$ cat src/rtl/decoder_pkg.sv
// Shared types and constants for the sequenced 3-to-8 decoder.
// Widths and the default hold length live here so all files agree.
package decoder_pkg;

  typedef enum logic {
    IDLE = 1'b0,
    HOLD = 1'b1
  } state_t;

  localparam int CODE_W       = 3;
  localparam int OUT_W        = 8;
  localparam int HOLD_DEFAULT = 4;

endpackage

$ cat src/rtl/decoder3to8_seq_if.sv
// Code-in / one-hot-out bundle for decoder3to8_seq.
// master drives codes, slave is the decoder.
interface decoder3to8_seq_if;
  import decoder_pkg::*;

  logic              in_valid;
  logic              in_ready;
  logic [CODE_W-1:0] in_code;
  logic              in_en;
  logic [OUT_W-1:0]  out_onehot;
  logic              out_valid;
  logic              done;

  modport master (
    output in_valid,
    output in_code,
    output in_en,
    input  in_ready,
    input  out_onehot,
    input  out_valid,
    input  done
  );

  modport slave (
    input  in_valid,
    input  in_code,
    input  in_en,
    output in_ready,
    output out_onehot,
    output out_valid,
    output done
  );

endinterface

$ cat src/rtl/dec3to8_core.sv
// Combinational 3-to-8 decoder with enable.
// A cleared enable yields an all-zero word.
module dec3to8_core
  import decoder_pkg::*;
(
  input  logic [CODE_W-1:0] i_code,
  input  logic              i_en,
  output logic [OUT_W-1:0]  o_onehot
);

  always_comb begin
    o_onehot = '0;
    if (i_en) o_onehot[i_code] = 1'b1;
  end

endmodule

$ cat src/rtl/decoder3to8_seq.sv
// Holds each decoded one-hot word for HOLD cycles, with a
// one-entry pending buffer so back-to-back codes run gap-free.
module decoder3to8_seq #(
  parameter int HOLD = decoder_pkg::HOLD_DEFAULT
) (
  input logic               clk,
  input logic               rst_n,
  decoder3to8_seq_if.slave  bus
);
  import decoder_pkg::*;

  localparam logic [7:0] HOLD_M1   = 8'(HOLD - 1);
  localparam logic       HOLD_LAST = (HOLD == 1);

  state_t            r_state;
  logic [7:0]        r_cnt;
  logic              r_pend_full;
  logic [CODE_W-1:0] r_pend_code;
  logic              r_pend_en;
  logic [OUT_W-1:0]  r_onehot;
  logic              r_valid;
  logic              r_done;

  logic              w_ready;
  logic              w_acc;
  logic              w_last;
  logic [CODE_W-1:0] w_sel_code;
  logic              w_sel_en;
  logic [OUT_W-1:0]  w_word;

  assign w_ready = (r_state == IDLE) | ~r_pend_full;
  assign w_acc   = bus.in_valid & w_ready;
  assign w_last  = (r_cnt == 8'd0);

  // One decoder serves both paths: a full buffer always loads first.
  assign w_sel_code = r_pend_full ? r_pend_code : bus.in_code;
  assign w_sel_en   = r_pend_full ? r_pend_en   : bus.in_en;

  dec3to8_core u_core (
    .i_code   (w_sel_code),
    .i_en     (w_sel_en),
    .o_onehot (w_word)
  );

  always_ff @(posedge clk) begin
    if (!rst_n) begin
      r_state     <= IDLE;
      r_cnt       <= 8'd0;
      r_pend_full <= 1'b0;
      r_pend_code <= '0;
      r_pend_en   <= 1'b0;
      r_onehot    <= '0;
      r_valid     <= 1'b0;
      r_done      <= 1'b0;
    end else begin
      unique case (r_state)
        IDLE: begin
          if (w_acc) begin
            r_onehot <= w_word;
            r_valid  <= 1'b1;
            r_cnt    <= HOLD_M1;
            r_done   <= HOLD_LAST;
            r_state  <= decoder_pkg::HOLD;
          end
        end
        decoder_pkg::HOLD: begin
          if (!w_last) begin
            r_cnt  <= r_cnt - 8'd1;
            r_done <= (r_cnt == 8'd1);
            if (w_acc) begin
              r_pend_full <= 1'b1;
              r_pend_code <= bus.in_code;
              r_pend_en   <= bus.in_en;
            end
          end else if (r_pend_full | w_acc) begin
            r_onehot    <= w_word;
            r_cnt       <= HOLD_M1;
            r_done      <= HOLD_LAST;
            r_pend_full <= 1'b0;
          end else begin
            r_onehot <= '0;
            r_valid  <= 1'b0;
            r_done   <= 1'b0;
            r_state  <= IDLE;
          end
        end
        default: r_state <= IDLE;
      endcase
    end
  end

  assign bus.in_ready   = w_ready;
  assign bus.out_onehot = r_onehot;
  assign bus.out_valid  = r_valid;
  assign bus.done       = r_done;

endmodule

$ cat src/flat_wrapper.sv
// flat-port wrapper written by rule: the top's interface ports become plain ports
module decoder3to8_seq_flat import decoder_pkg::*;
#(
  parameter int HOLD = decoder_pkg::HOLD_DEFAULT
)
  (clk, rst_n, bus_in_valid, bus_in_code, bus_in_en, bus_in_ready, bus_out_onehot, bus_out_valid, bus_done);
  decoder3to8_seq_if bus_i ();
  input logic clk;
  input logic rst_n;
  input wire logic [$bits(bus_i.in_valid)-1:0] bus_in_valid;
  input wire logic [$bits(bus_i.in_code)-1:0] bus_in_code;
  input wire logic [$bits(bus_i.in_en)-1:0] bus_in_en;
  output wire logic [$bits(bus_i.in_ready)-1:0] bus_in_ready;
  output wire logic [$bits(bus_i.out_onehot)-1:0] bus_out_onehot;
  output wire logic [$bits(bus_i.out_valid)-1:0] bus_out_valid;
  output wire logic [$bits(bus_i.done)-1:0] bus_done;
  assign bus_i.in_valid = bus_in_valid;
  assign bus_i.in_code = bus_in_code;
  assign bus_i.in_en = bus_in_en;
  assign bus_in_ready = bus_i.in_ready;
  assign bus_out_onehot = bus_i.out_onehot;
  assign bus_out_valid = bus_i.out_valid;
  assign bus_done = bus_i.done;
  decoder3to8_seq #(.HOLD(HOLD)) u_core (.clk(clk), .rst_n(rst_n), .bus(bus_i));
endmodule
$ cat config.mk
export PLATFORM = sky130hd
export DESIGN_NAME = decoder3to8_seq_flat
export DESIGN_NICKNAME = d
export VERILOG_FILES = /design/src/rtl/decoder_pkg.sv /design/src/rtl/decoder3to8_seq_if.sv /design/src/rtl/dec3to8_core.sv /design/src/rtl/decoder3to8_seq.sv /design/src/flat_wrapper.sv
export SDC_FILE = /design/constraint.sdc
export NUM_CORES = 1
export LEC_CHECK = 0
export CORE_MARGIN = 2
export CORE_UTILIZATION = 47
export DETAILED_ROUTE_END_ITERATION = 12
export DONT_BUFFER_PORTS = 1
export PLACE_DENSITY = 0.63
export SLEW_MARGIN = 5
export SYNTH_ARGS = -nofsm -noshare
export SYNTH_HDL_FRONTEND = slang
export SYNTH_SLANG_ARGS = --single-unit
$ cat constraint.sdc
create_clock -name clk -period 3.47 [get_ports clk]
set_clock_uncertainty 0.15 [all_clocks]
set_input_delay 0.347 -clock clk [delete_from_list [all_inputs] [get_ports clk]]
set_output_delay 0.347 -clock clk [all_outputs]
set_load 0.01 [all_outputs]
# Yosys cells after proc, flatten, opt, wreduce, memory -nomap -nowiden
# Index checks and enable logic that the tools add are counted.
# W data, S select, Z words.
# classes
addsub,1
order_cmp,2
n_eq_ne,6
n_mux,26
bitwise_logic,6
reduce_logical,8
# op_table
operator,count
$mux W8,7
$pmux W8 S2,2
$mux W1,12
$reduce_and A3 Y1,3
$eq A8 B1 Y1 const B,1
$logic_not A8 Y1,1
$sub A8 B1 Y8 const B,1
$ne A2 B2 Y1 const B,3
$pmux W1 S2,3
$lt A3 B4 Y1 const B,1
$reduce_and A2 Y1,2
$demux W1 S3,1
$ge A3 B1 Y1 const B,1
$mux W3,1
$ne A3 B3 Y1 const B,1
$not A1 Y1,3
$ne A2 B1 Y1 const B,1
$or A1 B1 Y1,2
$reduce_bool A2 Y1,1
$and A1 B1 Y1,1
$logic_and A1 B1 Y1,1
# totals
ff_bits,24
in_bits,7
out_inout_bits,11

# Logic depth before layout (Yosys ltp)
# Gate-level depths: netlist (run 1).
# logic_depth
ltp_word,9
mapped_depth,6
depth_no_buf,6

# Modules after synthesis
# From an unflattened synthesis (run 1), not the netlist that was laid out.
# hier_totals
hier_cells,136
hier_area_um2,1246.2
# by_module_without_submodules
module,instances,cells_per_inst,area_each_um2,seq_area_each_um2
decoder3to8_seq,1,128,1151.1,480.5
dec3to8_core,1,8,95.1,0.0

# Worst setup path after synthesis (run 1)
# No wires, ideal clock.
# synth_timing
path_kind,register to register
from,register u_core.r_cnt[3]
to,register u_core.r_cnt[0]
setup_time_ns,0.119
arrival_ns,1.751
slack_ns,1.450
stages_incl_launch_ff,5
period_less_slack_ns,2.020
cell_sequence,dfxtp_1 > or4_4 > o41a_1 > or2_1 > o221a_1
# synth_via
elab_chain_len,3
elab_cells_between_ends,5
classes_between,1 x eq/ne; 2 x mux; 2 x reduce/logical
# synth_rtl
item,line,rtl
from (decl),decoder3to8_seq.sv:16,logic [7:0] r_cnt;
from (signal assigned),decoder3to8_seq.sv:68,r_cnt <= r_cnt - 8'd1;
$logic_not A8 Y1 *,decoder3to8_seq.sv:33,assign w_last = (r_cnt == 8'd0);
$mux W8 / $ne A3 B3 Y1 (equally long branches),-,
$pmux W8 S2 / $reduce_and A2 Y1 (equally long branches),-,
# Mark *: on every way between the ends. The rest lies on a longest branch, timed or not.
# A chain may end at the register's enable or synchronous reset.

# Final worst setup path (run 1)
# layout_timing
from,register u_core.r_state
to,register u_core.r_pend_code[1]
# layout_via
elab_chain_len,4
# layout_rtl
item,line,rtl
from (decl),decoder3to8_seq.sv:15,state_t r_state;
from (signal assigned),decoder3to8_seq.sv:63,r_state <= decoder_pkg::HOLD;
$not A1 Y1,decoder3to8_seq.sv:31,assign w_ready = (r_state == IDLE) | ~r_pend_full;
$or A1 B1 Y1,decoder3to8_seq.sv:31,
$and A1 B1 Y1,decoder3to8_seq.sv:32,assign w_acc = bus.in_valid & w_ready;
$reduce_and A3 Y1 (no source line) *,-,
to (signal assigned),decoder3to8_seq.sv:72,r_pend_code <= bus.in_code;
to (decl),decoder3to8_seq.sv:18,logic [CODE_W-1:0] r_pend_code;
# Marked as above.

==> impl_metrics.py, run 1 <==
metrics = {
    "status": {
        "outcome": "complete, no violations",
    },
    "pwr": {
        "total_power_mw": 0.616,
        "power_density_nw_per_um2": 465,
        "irDropWorstVdd_v": 0.000319,
        "leakagePower_nw": 0.432,
    },
    "drt": {
        "drt_wl_total_um": 2760,
        "remaining_drc_errors": 0,
        "drtIter0Drc": 15,
        "ant_nets": 0,
        "routedWlPerCell_um": 15.4,
        "drt_pass1_iterations": 4,
        "avgViaCountPerCell": 6.01,
        "num_vias": 1075,
    },
    "floorplanning": {
        "fp-row-count": 18,
        "die-width_um": 55.4,
        "start_util_pct": 49.6,
        "die_area_um2": 3070,
        "pin_count": 18,
        "dieHeight_um": 55.4,
        "core-area_um2": 2500,
    },
    "clocking": {
        "clockBufferDepth": 2,
        "htree_levels": 1,
        "cts_buffers": 3,
        "post_cts_buffers": 0,
        "root_buffer": "clkbuf_4",
        "clkLatencyLatePin_ns": 0.32,
        "cts_tree": "built",
        "clock-sinks": 24,
        "path_clk_slew_ns": 0.13,
    },
    "final_layout": {
        "mostFrequentLayoutCell": "dfxtp_1",
        "num-fill-cells": 242,
        "fin_util_pct": 53.0,
        "drive_gt1_share_pct": 4.70,
        "design_area_um2": 1330,
        "final_cells": 179,
        "diodes": 0,
        "seqCellArea_um2": 480,
        "final_cell_mix": "dfxtp_1, nand2_1, nand3_1",
        "flow.area_growth_from_synthesis_pct": 6.86,
        "multi_input_area_um2": 714,
        "final_nets": 160,
    },
    "place": {
        "dp_slack_ns": 1.23,
        "place_inst": 172,
        "io_buffer_count": 0,
        "place_congestion": 0.842,
        "postPlaceCellArea_um2": 1260,
        "hpwl_um": 1990,
    },
    "setup_path": {
        "reg2reg_to": "u_core.r_pend_code[1]$_SDFFE_PN0P_",
        "path_class": "reg -> reg",
        "start_kind": "flop",
        "r2r_start": "u_core.r_state$_SDFF_PN0_",
        "cp_data_arrival_time_ns": 2.36,
        "cp-end-kind": "flop",
        "worst_r2r_path_depth": 4,
        "rrSetupSlack_ns": 1.23,
        "crit_fanout": 20,
        "required_ns": 3.59,
    },
    "sta": {
        "maxSlewViolCount": 0,
        "setup_viol_count_final": 0,
        "period_needed_ns": 2.24,
        "tightest_slew_ns": 0.929,
        "rsz0062_at_grt": "no",
        "fin_setup_tns_ns": 0,
        "min_period_over_period_pct": 64.6,
        "fmax_mhz": 446,
        "worst_slack_ns": 1.23,
        "hold_viol": 0,
        "max_slew_margin_pct": 37.7,
        "timing.hold.ws_ns": 0.00901,
    },
    "global_routing": {
        "gr-total-overflow": 0,
        "grt_pass1_vias": 988,
        "grt_usage_pct": 17.8,
        "grt_pass1_wl_um": 4400,
        "grt_max_degree": 21,
        "antenna_found_initial": 0,
    },
    "min_path": {
        "hold_path_class": "in -> reg",
        "hp-start": "rst_n",
        "hold_path_end": "u_core.bus.out_onehot[6]$_SDFFE_PN0P_",
        "min_path_cells": 1,
    },
    "synthesis": {
        "syn_area_um2": 1240,
        "synth_cells": 147,
        "synth_cell_types": 38,
        "synthFlopType": "dfxtp_1",
        "ys_seq_elements": 24,
        "async_flop_share_pct": 0,
        "synth_seq_area_share_pct": 38.7,
        "synth_edf_count": 0,
        "syn_area_per_cell_um2": 8.43,
        "ys_warn_count": 0,
        "syn_nets": 157,
    },
    "job": {
        "maxCapViolations": 0,
    },
}
==> how the worst max path moves through the flow <==
stage	startpoint	cells after the start	endpoint
floorplan	u_core.r_cnt[3]$_SDFFE_PN0P_	4	u_core.r_cnt[0]$_SDFFE_PN0P_
global placement	u_core.r_cnt[3]$_SDFFE_PN0P_	4	u_core.r_cnt[1]$_SDFFE_PN0P_
detailed placement	u_core.r_state$_SDFF_PN0_	4	u_core.r_pend_code[0]$_SDFFE_PN0P_
CTS	u_core.r_state$_SDFF_PN0_	4	u_core.r_pend_code[1]$_SDFFE_PN0P_
global route	u_core.r_state$_SDFF_PN0_	4	u_core.r_pend_en$_SDFFE_PN0P_
finish	u_core.r_state$_SDFF_PN0_	4	u_core.r_pend_code[1]$_SDFFE_PN0P_
==> synth_stat cells, drive strengths merged, types with 3 or more instances <==
library cell / number / area (um^2)
a21oi: 6 / 30.0
dfxtp: 24 / 480
inv: 7 / 26.3
nor2b: 5 / 31.3
o21ai: 7 / 35.0
nand2: 18 / 67.6
clkbuf: 4 / 15.0
a31oi: 6 / 37.5
ha: 3 / 37.5
or4: 3 / 26.3
a21boi: 9 / 67.6
nor2: 3 / 11.3
nor3: 3 / 15.0
o31ai: 3 / 22.5
mux2i: 4 / 40.0
nand2b: 5 / 31.3
nand3: 12 / 60.1
==> area by class of cell <==
| cell class | count | share of cell area, % |
|---|---|---|
| clock buffer | 4 | 2.74 |
| inverter | 7 | 1.98 |
| multi-input combinational | 111 | 53.9 |
| sequential | 24 | 36.3 |
| tap | 30 | 2.83 |
| timing repair buffer | 3 | 2.27 |
==> layer usage <==
layer	share of wire (%)	up-vias	GRT usage, %	routed length [um]
met4	0.62	0	6.27	17
met1	51	502	25.3	1400
met2	45	19	26.4	1240
met3	3.7	2	3.75	101
li1	-	552	-	-
met5	0	-	0	0
==> sequential cells by signal (all words and copies together) (netlist names) <==
name and cells:
u_core.bus.out_onehot 8, u_core.bus.done 1, u_core.r_pend_code 3, u_core.r_cnt 8, u_core.bus.out_valid 1, u_core.r_pend_en 1
u_core.r_state 1, u_core.r_pend_full 1
==> repair_timing <==
action	4_1_cts	5_1_grt
hold endpoints to repair	3	8
gates resized for setup	0	0
hold buffers	1	2
setup endpoints to repair	0	0
==> critical path: stages (launching register included) <==
cell,delay (ns)
dfxtp_1,0.74
nand2_1,0.14
a311oi_1,0.79
mux2i_1,0.25
and2_1,0.14
==> power by group <==
part | leakage (nW) | internal, mW | switching [mW] | total [mW]
combinational | 0.215 | 0.0610 | 0.0831 | 0.144
clock | 0.0210 | 0.0642 | 0.0828 | 0.147
sequential | 0.196 | 0.294 | 0.0309 | 0.325
==> kinds of logic after synthesis <==
| family | count (synthesis) | synth area share, % |
|---|---|---|
| compound gates | 44 | 24.9 |
| buf+inv | 12 | 3.63 |
| fa+ha+maj | 3 | 3.03 |
| simple gates | 60 | 26.4 |
| mux | 4 | 3.23 |
| flops | 24 | 38.7 |
Power figures use the tool's default switching activity.
==> inputs of run 2 (changes only) <==
==> constraint.sdc (replaced) <==
create_clock -name clk -period 2.3 [get_ports clk]
set_clock_uncertainty 0.15 [all_clocks]
set_input_delay 0.23 -clock clk [delete_from_list [all_inputs] [get_ports clk]]
set_output_delay 0.23 -clock clk [all_outputs]
set_load 0.01 [all_outputs]
==> run 2 against run 1 <==
Global-route usage increased by 1.2 points. Hold slack improved by 0.016 ns. Die area unchanged. Cell area increased by 5.7%. Non-clock buffer count increased by 9. Largest cell class unchanged. Final cell count increased by 5.0%.
==> impl_metrics.py, run 2 (synthesis results as in run 1) <==
metrics = {
    "pwr": {
        "p_int_mw": 0.659,
        "swShare_pct": 31.8,
        "p_clk_share_pct": 23.0,
        "seqPwrFrac_pct": 49.9,
        "combPwrFrac_pct": 27.2,
        "irDropWorstVdd_v": 0.000672,
        "leakagePower_nw": 0.472,
        "power.switching_mw": 0.308,
        "power_density_nw_per_um2": 690,
    },
    "final_layout": {
        "mostFrequentLayoutCell": "dfxtp_1",
        "flow.area_growth_from_synthesis_pct": 12.9,
        "final_cells": 188,
        "final_nets": 169,
        "drive_gt1_share_pct": 8.23,
        "diodes": 0,
        "final_cell_mix": "dfxtp_1, nand2_1, nand3_1",
    },
    "floorplanning": {
        "die-width_um": 55.4,
        "dieHeight_um": 55.4,
        "start_util_pct": 49.6,
        "pin_count": 18,
        "core-area_um2": 2500,
        "fp-row-count": 18,
        "die_area_um2": 3070,
    },
    "sta": {
        "min_period_over_period_pct": 92.9,
        "worst_slack_ns": 0.164,
        "fin_setup_tns_ns": 0,
        "hold_viol": 0,
        "rsz0062_at_grt": "no",
        "max_slew_margin_pct": 52.7,
        "period_needed_ns": 2.14,
        "tightest_slew_ns": 0.700,
        "maxSlewViolCount": 0,
        "setup_viol_count_final": 0,
        "fmax_mhz": 468,
    },
    "clocking": {
        "path_clk_slew_ns": 0.13,
        "post_cts_buffers": 0,
        "root_buffer": "clkbuf_4",
        "clkLatencyLatePin_ns": 0.31,
        "clock-sinks": 24,
        "cts_resized": 0,
        "clockBufferDepth": 2,
        "htree_levels": 1,
        "cts_buffers": 3,
        "cts_tree": "built",
        "cts_hold_buf": 6,
    },
    "status": {
        "outcome": "complete, no violations",
    },
    "setup_path": {
        "crit_end": "u_core.r_cnt[0]$_SDFFE_PN0P_",
        "rrSetupSlack_ns": 0.16,
        "required_ns": 2.36,
        "crit_path_start": "u_core.r_cnt[3]$_SDFFE_PN0P_",
        "worst_r2r_path_depth": 4,
        "crit_path_cell_trace": "or4_4, o41a_1, or2_1, o221a_1",
        "reg2reg_to": "u_core.r_cnt[0]$_SDFFE_PN0P_",
        "cp-end-kind": "flop",
        "r2r_start": "u_core.r_cnt[3]$_SDFFE_PN0P_",
        "path_class": "reg -> reg",
        "cp_data_arrival_time_ns": 2.20,
        "start_kind": "flop",
        "cpMaxStageDelayCell": "or4_4",
        "max_stage_delay_ns": 0.57,
        "crit_fanout": 6,
    },
    "min_path": {
        "hp-start": "bus_in_code[1]",
        "hold_path_class": "in -> reg",
    },
    "global_routing": {
        "gr-total-overflow": 0,
        "grt_pass1_wl_um": 4730,
        "grt_pass1_vias": 992,
        "grt_usage_pct": 19.0,
        "grt_max_degree": 19,
        "antenna_found_initial": 0,
    },
    "place": {
        "io_buffer_count": 0,
        "place_inst": 178,
        "dp_slack_ns": 0.184,
        "place_congestion": 0.816,
        "hpwl_um": 1970,
    },
    "job": {
        "maxCapViolations": 0,
    },
    "drt": {
        "routedWlPerCell_um": 15.0,
        "ant_nets": 0,
        "drtIter0Drc": 22,
        "avgViaCountPerCell": 6.00,
        "remaining_drc_errors": 0,
        "drt_wl_total_um": 2830,
        "drt_pass1_iterations": 4,
        "num_vias": 1128,
    },
}
-- run 2: metrics by stage --
step | power [mW] | hold slack, ns | instance area, um^2 | utilization [%]
after global placement | 0.728 | 0.204 | 1300 | 52.2
after floorplan | 0.664 | 0.234 | 1240 | -
after global routing | 1.02 | 0.0319 | 1400 | 56.0
final | 0.967 | 0.0247 | 1400 | 56.0
after detailed placement | 0.735 | 0.204 | 1300 | 52.2
after CTS | 0.970 | 0.0224 | 1400 | 56.0
-- run 2: worst min-delay path by stage --
stage,end,slack (ns),cells past startpoint
final,u_core.bus.out_onehot[0]$_SDFFE_PN0P_,0.02,3
after global routing,u_core.r_cnt[2]$_SDFFE_PN0P_,0.03,2
after CTS,u_core.r_state$_SDFF_PN0_,0.02,2
after detailed placement,u_core.r_pend_full$_SDFFE_PN0P_,0.20,2
after global placement,u_core.r_pend_code[1]$_SDFFE_PN0P_,0.20,1
after floorplan,u_core.bus.done$_SDFFE_PN0P_,0.23,1
-- run 2: power by group through the flow --
stage | Combinational, mW | Sequential (mW) | Clock, mW
after floorplan | 0.184 | 0.480 | 0
after global placement | 0.240 | 0.488 | 0
after detailed placement | 0.245 | 0.490 | 0
after CTS | 0.259 | 0.481 | 0.230
after global routing | 0.291 | 0.486 | 0.243
final | 0.263 | 0.482 | 0.222
-- run 2: final cells by class --
class,count,area [um^2]
Fill cell,234,1100
Multi-Input combinational cell,111,714
Clock buffer,4,36.3
Tap cell,30,37.5
Inverter,7,26.3
Sequential cell,24,480
Timing Repair Buffer,12,105
-- run 2: worst max-delay path, delay by kind of cell, from the launching register on --
family,cells,cell delay (ns)
and+or+nand+nor,2,0.83
AOI/OAI and AO/OA,2,0.69
DFF,1,0.38
-- run 2: metal layers --
layer | wire length, um | global-route usage [%]
met1 | 1430 | 29.0
met2 | 1240 | 25.7
met3 | 134 | 5.62
met4 | 19 | 4.53
met5 | 0 | 0
